===== config.mk =====
export PLATFORM = sky130hd
export DESIGN_NAME = vectored_interrupt_controller
export DESIGN_NICKNAME = d
export VERILOG_FILES = /design/src/rtl/vectored_interrupt_controller.sv
export SDC_FILE = /design/constraint.sdc
export NUM_CORES = 1
export LEC_CHECK = 0
export CORE_ASPECT_RATIO = 0.75
export CORE_MARGIN = 2
export CORE_UTILIZATION = 36
export CTS_CLUSTER_SIZE = 8
export DETAILED_ROUTE_END_ITERATION = 10
export GPL_ROUTABILITY_DRIVEN = 0
export PLACE_DENSITY = 0.76
export SYNTH_ARGS = -nofsm -noshare
export SYNTH_HDL_FRONTEND = slang
export SYNTH_SLANG_ARGS = --single-unit
export TNS_END_PERCENT = 100

===== constraint.sdc =====
create_clock -name clk -period 1.46 [get_ports clk]
set_clock_uncertainty 0.05 [all_clocks]
set_input_delay 0.292 -clock clk [delete_from_list [all_inputs] [get_ports clk]]
set_output_delay 0.292 -clock clk [all_outputs]
set_load 0.1 [all_outputs]

===== src/rtl/vectored_interrupt_controller.sv =====
// Vectored interrupt controller: edge-latched, fixed-priority requests with
// pipeline drain on ISR entry/exit and PC redirect to a per-source vector.
module vectored_interrupt_controller #(
   parameter int              N_IRQ        = 4,
   parameter int              PC_W         = 12,
   parameter int              DRAIN_CYCLES = 3,
   parameter logic [PC_W-1:0] VEC_BASE     = 12'hF00,
   parameter int              VEC_STRIDE   = 16,
   localparam int             AW           = (N_IRQ > 1) ? $clog2(N_IRQ) : 1
) (
   input  logic              clk,
   input  logic              nrst,
   input  logic [PC_W-1:0]   PC,
   input  logic [6:0]        if_opcode,
   input  logic [N_IRQ-1:0]  irq_n,
   input  logic [N_IRQ-1:0]  irq_en,
   input  logic [1:0]        exe_correction,
   input  logic              if_prediction,
   input  logic              id_sel_pc,
   input  logic              if_clk_en,
   output logic              sel_ISR,
   output logic              ret_ISR,
   output logic              ISR_stall,
   output logic [PC_W-1:0]   isr_vector,
   output logic [PC_W-1:0]   save_PC,
   output logic [AW-1:0]     active_id,
   output logic [N_IRQ-1:0]  pending,
   output logic              busy
);

   // state     | meaning
   // IDLE      | waiting for an eligible request
   // DRAIN_IN  | stalling fetch before ISR entry, tracking redirects
   // RUN       | ISR executing, watching for the return opcode
   // DRAIN_OUT | stalling fetch before returning
   // RET       | one-cycle PC restore from save_PC
   typedef enum logic [2:0] {
      ST_IDLE, ST_DRAIN_IN, ST_RUN, ST_DRAIN_OUT, ST_RET
   } state_t;

   localparam int CW = $clog2(DRAIN_CYCLES + 1);

   state_t            state, state_next;
   logic [CW-1:0]     cnt, cnt_next;
   logic [N_IRQ-1:0]  irq_prev, clr, eligible, pending_next;
   logic [AW-1:0]     winner, id_next;
   logic [PC_W-1:0]   save_next, vec_next;
   logic              sel_next, drain_done, redirect;

   assign eligible     = pending & irq_en;
   assign drain_done   = (cnt == CW'(DRAIN_CYCLES - 1));
   assign redirect     = (exe_correction != 2'b00) || if_prediction || id_sel_pc;
   // set beats clear when a new edge lands on the bit being accepted
   assign pending_next = (pending & ~clr) | (irq_prev & ~irq_n);

   always_comb begin
      winner = '0;
      for (int i = N_IRQ - 1; i >= 0; i--)
         if (eligible[i]) winner = AW'(i);
   end

   always_comb begin
      state_next = state;
      cnt_next   = cnt;
      save_next  = save_PC;
      id_next    = active_id;
      vec_next   = isr_vector;
      sel_next   = 1'b0;
      clr        = '0;
      case (state)
         ST_IDLE: begin
            if (|eligible) begin
               id_next    = winner;
               vec_next   = VEC_BASE + PC_W'(VEC_STRIDE) * PC_W'(winner);
               clr        = N_IRQ'(1) << winner;
               save_next  = PC;
               cnt_next   = '0;
               state_next = ST_DRAIN_IN;
            end
         end
         ST_DRAIN_IN: begin
            if (redirect) save_next = PC;
            if (if_clk_en) begin
               if (drain_done) begin
                  sel_next   = 1'b1;
                  state_next = ST_RUN;
               end else begin
                  cnt_next = cnt + 1'b1;
               end
            end
         end
         ST_RUN: begin
            if (if_opcode == 7'h73 && if_clk_en) begin
               cnt_next   = '0;
               state_next = ST_DRAIN_OUT;
            end
         end
         ST_DRAIN_OUT: begin
            if (if_clk_en) begin
               if (drain_done) state_next = ST_RET;
               else            cnt_next   = cnt + 1'b1;
            end
         end
         ST_RET:  state_next = ST_IDLE;
         default: state_next = ST_IDLE;
      endcase
   end

   always_ff @(posedge clk or negedge nrst) begin
      if (!nrst) begin
         state      <= ST_IDLE;
         cnt        <= '0;
         irq_prev   <= '1;
         pending    <= '0;
         save_PC    <= '0;
         active_id  <= '0;
         isr_vector <= '0;
         sel_ISR    <= 1'b0;
      end else begin
         state      <= state_next;
         cnt        <= cnt_next;
         irq_prev   <= irq_n;
         pending    <= pending_next;
         save_PC    <= save_next;
         active_id  <= id_next;
         isr_vector <= vec_next;
         sel_ISR    <= sel_next;
      end
   end

   assign ISR_stall = (state == ST_DRAIN_IN) || (state == ST_DRAIN_OUT);
   assign ret_ISR   = (state == ST_RET);
   assign busy      = (state != ST_IDLE);

endmodule


**After elaboration in Yosys (flattened, before gate mapping)**

Cells that the tools add are included.

- Add/sub/neg operators: 2
- Bitwise gates (word level): 6
- Mux-type cells: 24
- Shift operators: 1
- Reductions and logical operators: 15
- Eq/ne operators: 15

Operators with widths:

| cell | count |
|---|---|
| two-way mux 12 bit | 2 |
| one-hot mux 12 bit (2 select lines) | 1 |
| two-way mux 3 bit | 6 |
| two-way mux 2 bit | 8 |
| inequality test 2 bit (second input constant) | 8 |
| AND 4 bit | 3 |
| one-hot mux 3 bit (4 select lines) | 1 |
| adder 9 x 7 -> 10 bit (first input constant) | 1 |
| two-way mux 4 bit | 2 |
| NOT 4 bit | 2 |
| == test 7 bit (second input constant) | 1 |
| == test 3 x 2 -> 1 bit (second input constant) | 2 |
| one-hot mux 2 bit (3 select lines) | 1 |
| AND reduction 6 bit | 1 |
| nonzero test 3 bit | 2 |
| AND reduction 5 bit | 1 |
| OR 4 bit | 1 |
| nonzero test 2 bit | 2 |
| OR reduction 4 bit | 1 |
| left shift 1 x 2 -> 4 bit (first input constant) | 1 |
| == test 3 x 1 -> 1 bit (second input constant) | 1 |
| == test 3 bit (second input constant) | 1 |
| zero test 3 bit | 1 |
| logical OR 1 bit | 3 |
| other kinds (8) | 10 |

- Register bits after elaboration: 40
- Word-level logic and storage cells: 71

**Logic depth before layout (Yosys ltp)**

- Depth after elaboration: 11
- Depth in mapped cells: 6
- Gate-level depth less buffers: 6

**Worst setup path after synthesis**

Ideal clock, no wire load.

- Path kind: flip-flop to output port
- From: register state[2]
- To: output ret_ISR
- Slack: -1.683 ns
- Cell stages (with the launch flop): 3
- Buffers on the path: 1
- Arrival: 2.801 ns
- Cells stage by stage: dfrtp_1 > buf_2 > nor3b_1

- Longest elaborated chain between the ends: 1

RTL lines:

| element | RTL line | source |
|---|---|---|
| from (decl) | 43 | `state_t state, state_next;` |
| from (signal assigned) | 120 | `state <= state_next;` |
| == test 3 bit | 132 | `assign ret_ISR = (state == ST_RET);` |
| to (decl) | 22 | `output logic ret_ISR,` |

Every way passes these cells.

**Final worst setup path**

- From: register pending[0]
- To: register save_PC[11]

- Longest elaborated chain between the ends: 4

RTL lines:

| element | RTL line | source |
|---|---|---|
| from (decl) | 27 | `output logic [N_IRQ-1:0] pending,` |
| from (signal assigned) | 123 | `pending <= pending_next;` |
| AND 4 bit | 50 | `assign eligible = pending & irq_en;` |
| OR reduction 4 bit | 72 | `if (\|eligible) begin` |
| inequality test 2 bit (no line) | - |  |
| AND reduction 3 bit (no line) | - |  |
| to (signal assigned) | 124 | `save_PC <= save_next;` |
| to (decl) | 25 | `output logic [PC_W-1:0] save_PC,` |

Every way passes these cells.
A chain may end at the register's enable or synchronous reset.

==> results by group <==
Placed design
  • Port Buffers: 61
  • Final HPWL DP: 2.821 mm

Timing
  • Fin. Hold Viols: 0
  • Minimum clock period: 1644 ps
  • Fmax: 608.3 MHz
  • Setup TNS: -3204 ps
  • Fin crit share: 1.126
  • Final worst slack: -183.9 ps
  • Setup Viol. Count Final: 23
  • RSZ-0062 raised after global routing: true
  • Final Max Slew Viols: 0
  • Worst Hold Slack: 324.4 ps

Logic synthesis
  • Sequential area share after synthesis: 0.5280
  • Top-area cell type share of the netlist area: 0.4521
  • Top cell type by total area after synthesis: dfrtp_1
  • Ys Warns: 0
  • Cell count after synthesis: 117
  • Top post-synthesis cells by count: dfrtp_1 (25), buf_4 (11), inv_1 (10), mux2_4 (10), o21ai_0 (9)
  • Post-synth cell types: 36
  • #FFs+latches synth: 29
  • Mean post-synth cell area: 11.83 um^2
  • Most frequent cell after synthesis: dfrtp_1
  • Ys async rst share: 1.000
  • Synth Cell Area: 0.001384 mm^2
  • Ys flop type: dfrtp_1
  • Number of enable flip-flop cells after synthesis: 0
  • Top post-synthesis cells by area: dfrtp_1 (45%), mux2_4 (11%), dfstp_2 (7.6%)

Clock network
  • Number of buffers created by CTS: 5
  • CTS tree: done
  • Post-CTS Hold Buffers: 0
  • Max clock buf depth: 2
  • Root buf cell: clkbuf_8
  • Htree depth: 2
  • Worst-path clk slew: 60 ps
  • Clock sink count: 29
  • Worst-Skew Late Latency: 280 ps

Die
  • Row cnt: 19
  • Die area: 0.004361 mm^2
  • Core Region: 0.003661 mm^2
  • # IOs: 68
  • Starting Density: 0.3780
  • Chip height: 57.70 um
  • Die W: 75.59 um

Critical path
  • Critical Path Fanout Max: 12
  • Slowest cell on crit path: dfrtp_4
  • Worst setup SP type: flop
  • Crit path DAT: 1750 ps
  • CP bufs+invs: 1
  • Max stage delay on crit path: 470 ps
  • Req. time, crit path: 1570 ps
  • Setup CP Type: flop to flop
  • CP Cell Sequence: a22oi_2 -> nand3_2 -> o21ai_2 -> buf_12 -> mux2_4
  • CP endpoint kind: flop
  • CP delay by family, top: flip-flops

Status
  • Failing checks: negative setup slack
  • Status: finished with violations

Final layout
  • # fillers: 238
  • Ant diodes: 0
  • Nets: 241
  • Area grow syn2layout: 100.0%
  • Layout cell share with drive strength beyond 1: 0.5507
  • Utilization after layout: 0.7560

Drt
  • Pre-antenna DRT Iters: 4
  • Residual DRC: 0
  • WL/cell: 17.04 um
  • Via/cell ratio: 4.853
  • Routed vias: 1257
  • First DRT Iteration DRCs: 42
  • Post-route ant nets: 0
  • Total wire length: 4.414 mm

Global route
  • All-Layer GR Usage: 0.1900
  • GRT Residual Overflow: 0
  • Antenna violations before repair: 0
  • Global-route wire length before repair: 6.168 mm
  • Vias in the first global route: 1304
  • Pin count of the biggest net entering global routing: 30

Power
  • Leak pwr: 1.256 nW
  • Power Density: 2652 mW/mm^2
  • Worst vdd ir: 2.181 mV

Hold path
  • HP Class: input port to async pin

Flow run
  • Max-cap violations: 0
==> state kept, by name, indices dropped and copies added (netlist names) <==
signal and flops:
cnt 2, isr_vector 2, save_PC 12, pending 4, active_id 1, state 3
sel_ISR 1, irq_prev 4
==> layer usage <==
layer,wire [um],GRT usage,vias to the layer above,share of wire
li1,-,-,568,-
met1,1731,0.2472,624,0.39
met2,2367,0.3193,61,0.54
met3,277,0.04522,4,0.063
met4,38,0.05013,0,0.0086
met5,0,0,-,0
==> stage by stage <==
stage / setup slack, ps / instance area (um^2) / std cells / power (W)
after floorplan: -332.2 / 1444 / 122 / 0.004374
after global placement: -474.6 / 2476 / 242 / 0.006115
after detailed placement: -522.6 / 2476 / 242 / 0.006213
after CTS: -190.5 / 2655 / 256 / 0.007145
after global routing: -238.8 / 2768 / 259 / 0.007594
final: -183.9 / 2768 / 259 / 0.007340
==> path summary, 6_finish.rpt <==
check / to / slack, ps / cells past startpoint / startpoint
worst max-delay path: save_PC[11] / -180 / 5 / pending[0]
worst min-delay path: save_PC[9] / 320 / 2 / nrst
worst max register to register: save_PC[11] / -180 / 5 / pending[0]
worst min register to register: pending[0] / 470 / 2 / irq_prev[0]
max in group asynchronous: irq_prev[2] / 810 / 2 / nrst
min in group clk: irq_prev[2] / 420 / 1 / irq_n[2]
==> power by group <==
part / internal (W) / total [W] / switching, W
logic: 0.00204 / 0.00506 / 0.00302
clock network: 0.000505 / 0.000802 / 0.000296
registers: 0.00112 / 0.00148 / 0.000351
==> area by class of cell <==
cell class                 count  area (um^2)  share of cell area
clock buffer                   6        72.57             0.02622
clock inverter                 2        35.03             0.01266
inverter                      10        41.29             0.01492
multi-input combinational     69        628.1              0.2269
sequential                    29        750.7              0.2712
tap                           52        65.06             0.02351
timing repair buffer          91         1175              0.4245
==> cell usage in the layout (no fill, tap or decap), drive strengths merged, types with 2 or more instances in the layout <==
cell type,instances
a211oi,2
nand3,4
a22o,2
nand2b,2
dfstp,4
nand4b,2
nand2,8
and2,2
nor3,2
mux2,12
conb,6
a21oi,2
nor3b,2
dlygate4sd2,2
dfrtp,25
nor2,2
o21ai,10
inv,9
buf,58
clkbuf,6
clkdlybuf4s50,30
==> logic make-up after synthesis <==
kind of cell	count (synthesis)	synth area share
compound gates	20	0.09946
buf+inv	24	0.1022
other cells	1	0.002710
flops	29	0.5280
simple gates	29	0.1275
mux	12	0.1248
fa+ha+maj	1	0.009040
xor+xnor	1	0.006330
==> worst register-to-register path, cell delays in order (launching register included) <==
cell	delay, ps
dfrtp_4	470
a22oi_2	230
nand3_2	120
o21ai_2	170
buf_12	180
mux2_4	310
==> repair_timing <==
item,in CTS,in global routing
setup buffers,6,4
resized for setup,12,27
hold endpoints to repair,0,0
cloned,0,0
setup endpoints to repair,20,25
pin swaps,4,8
Note: power is estimated with default switching activity, not from simulation.
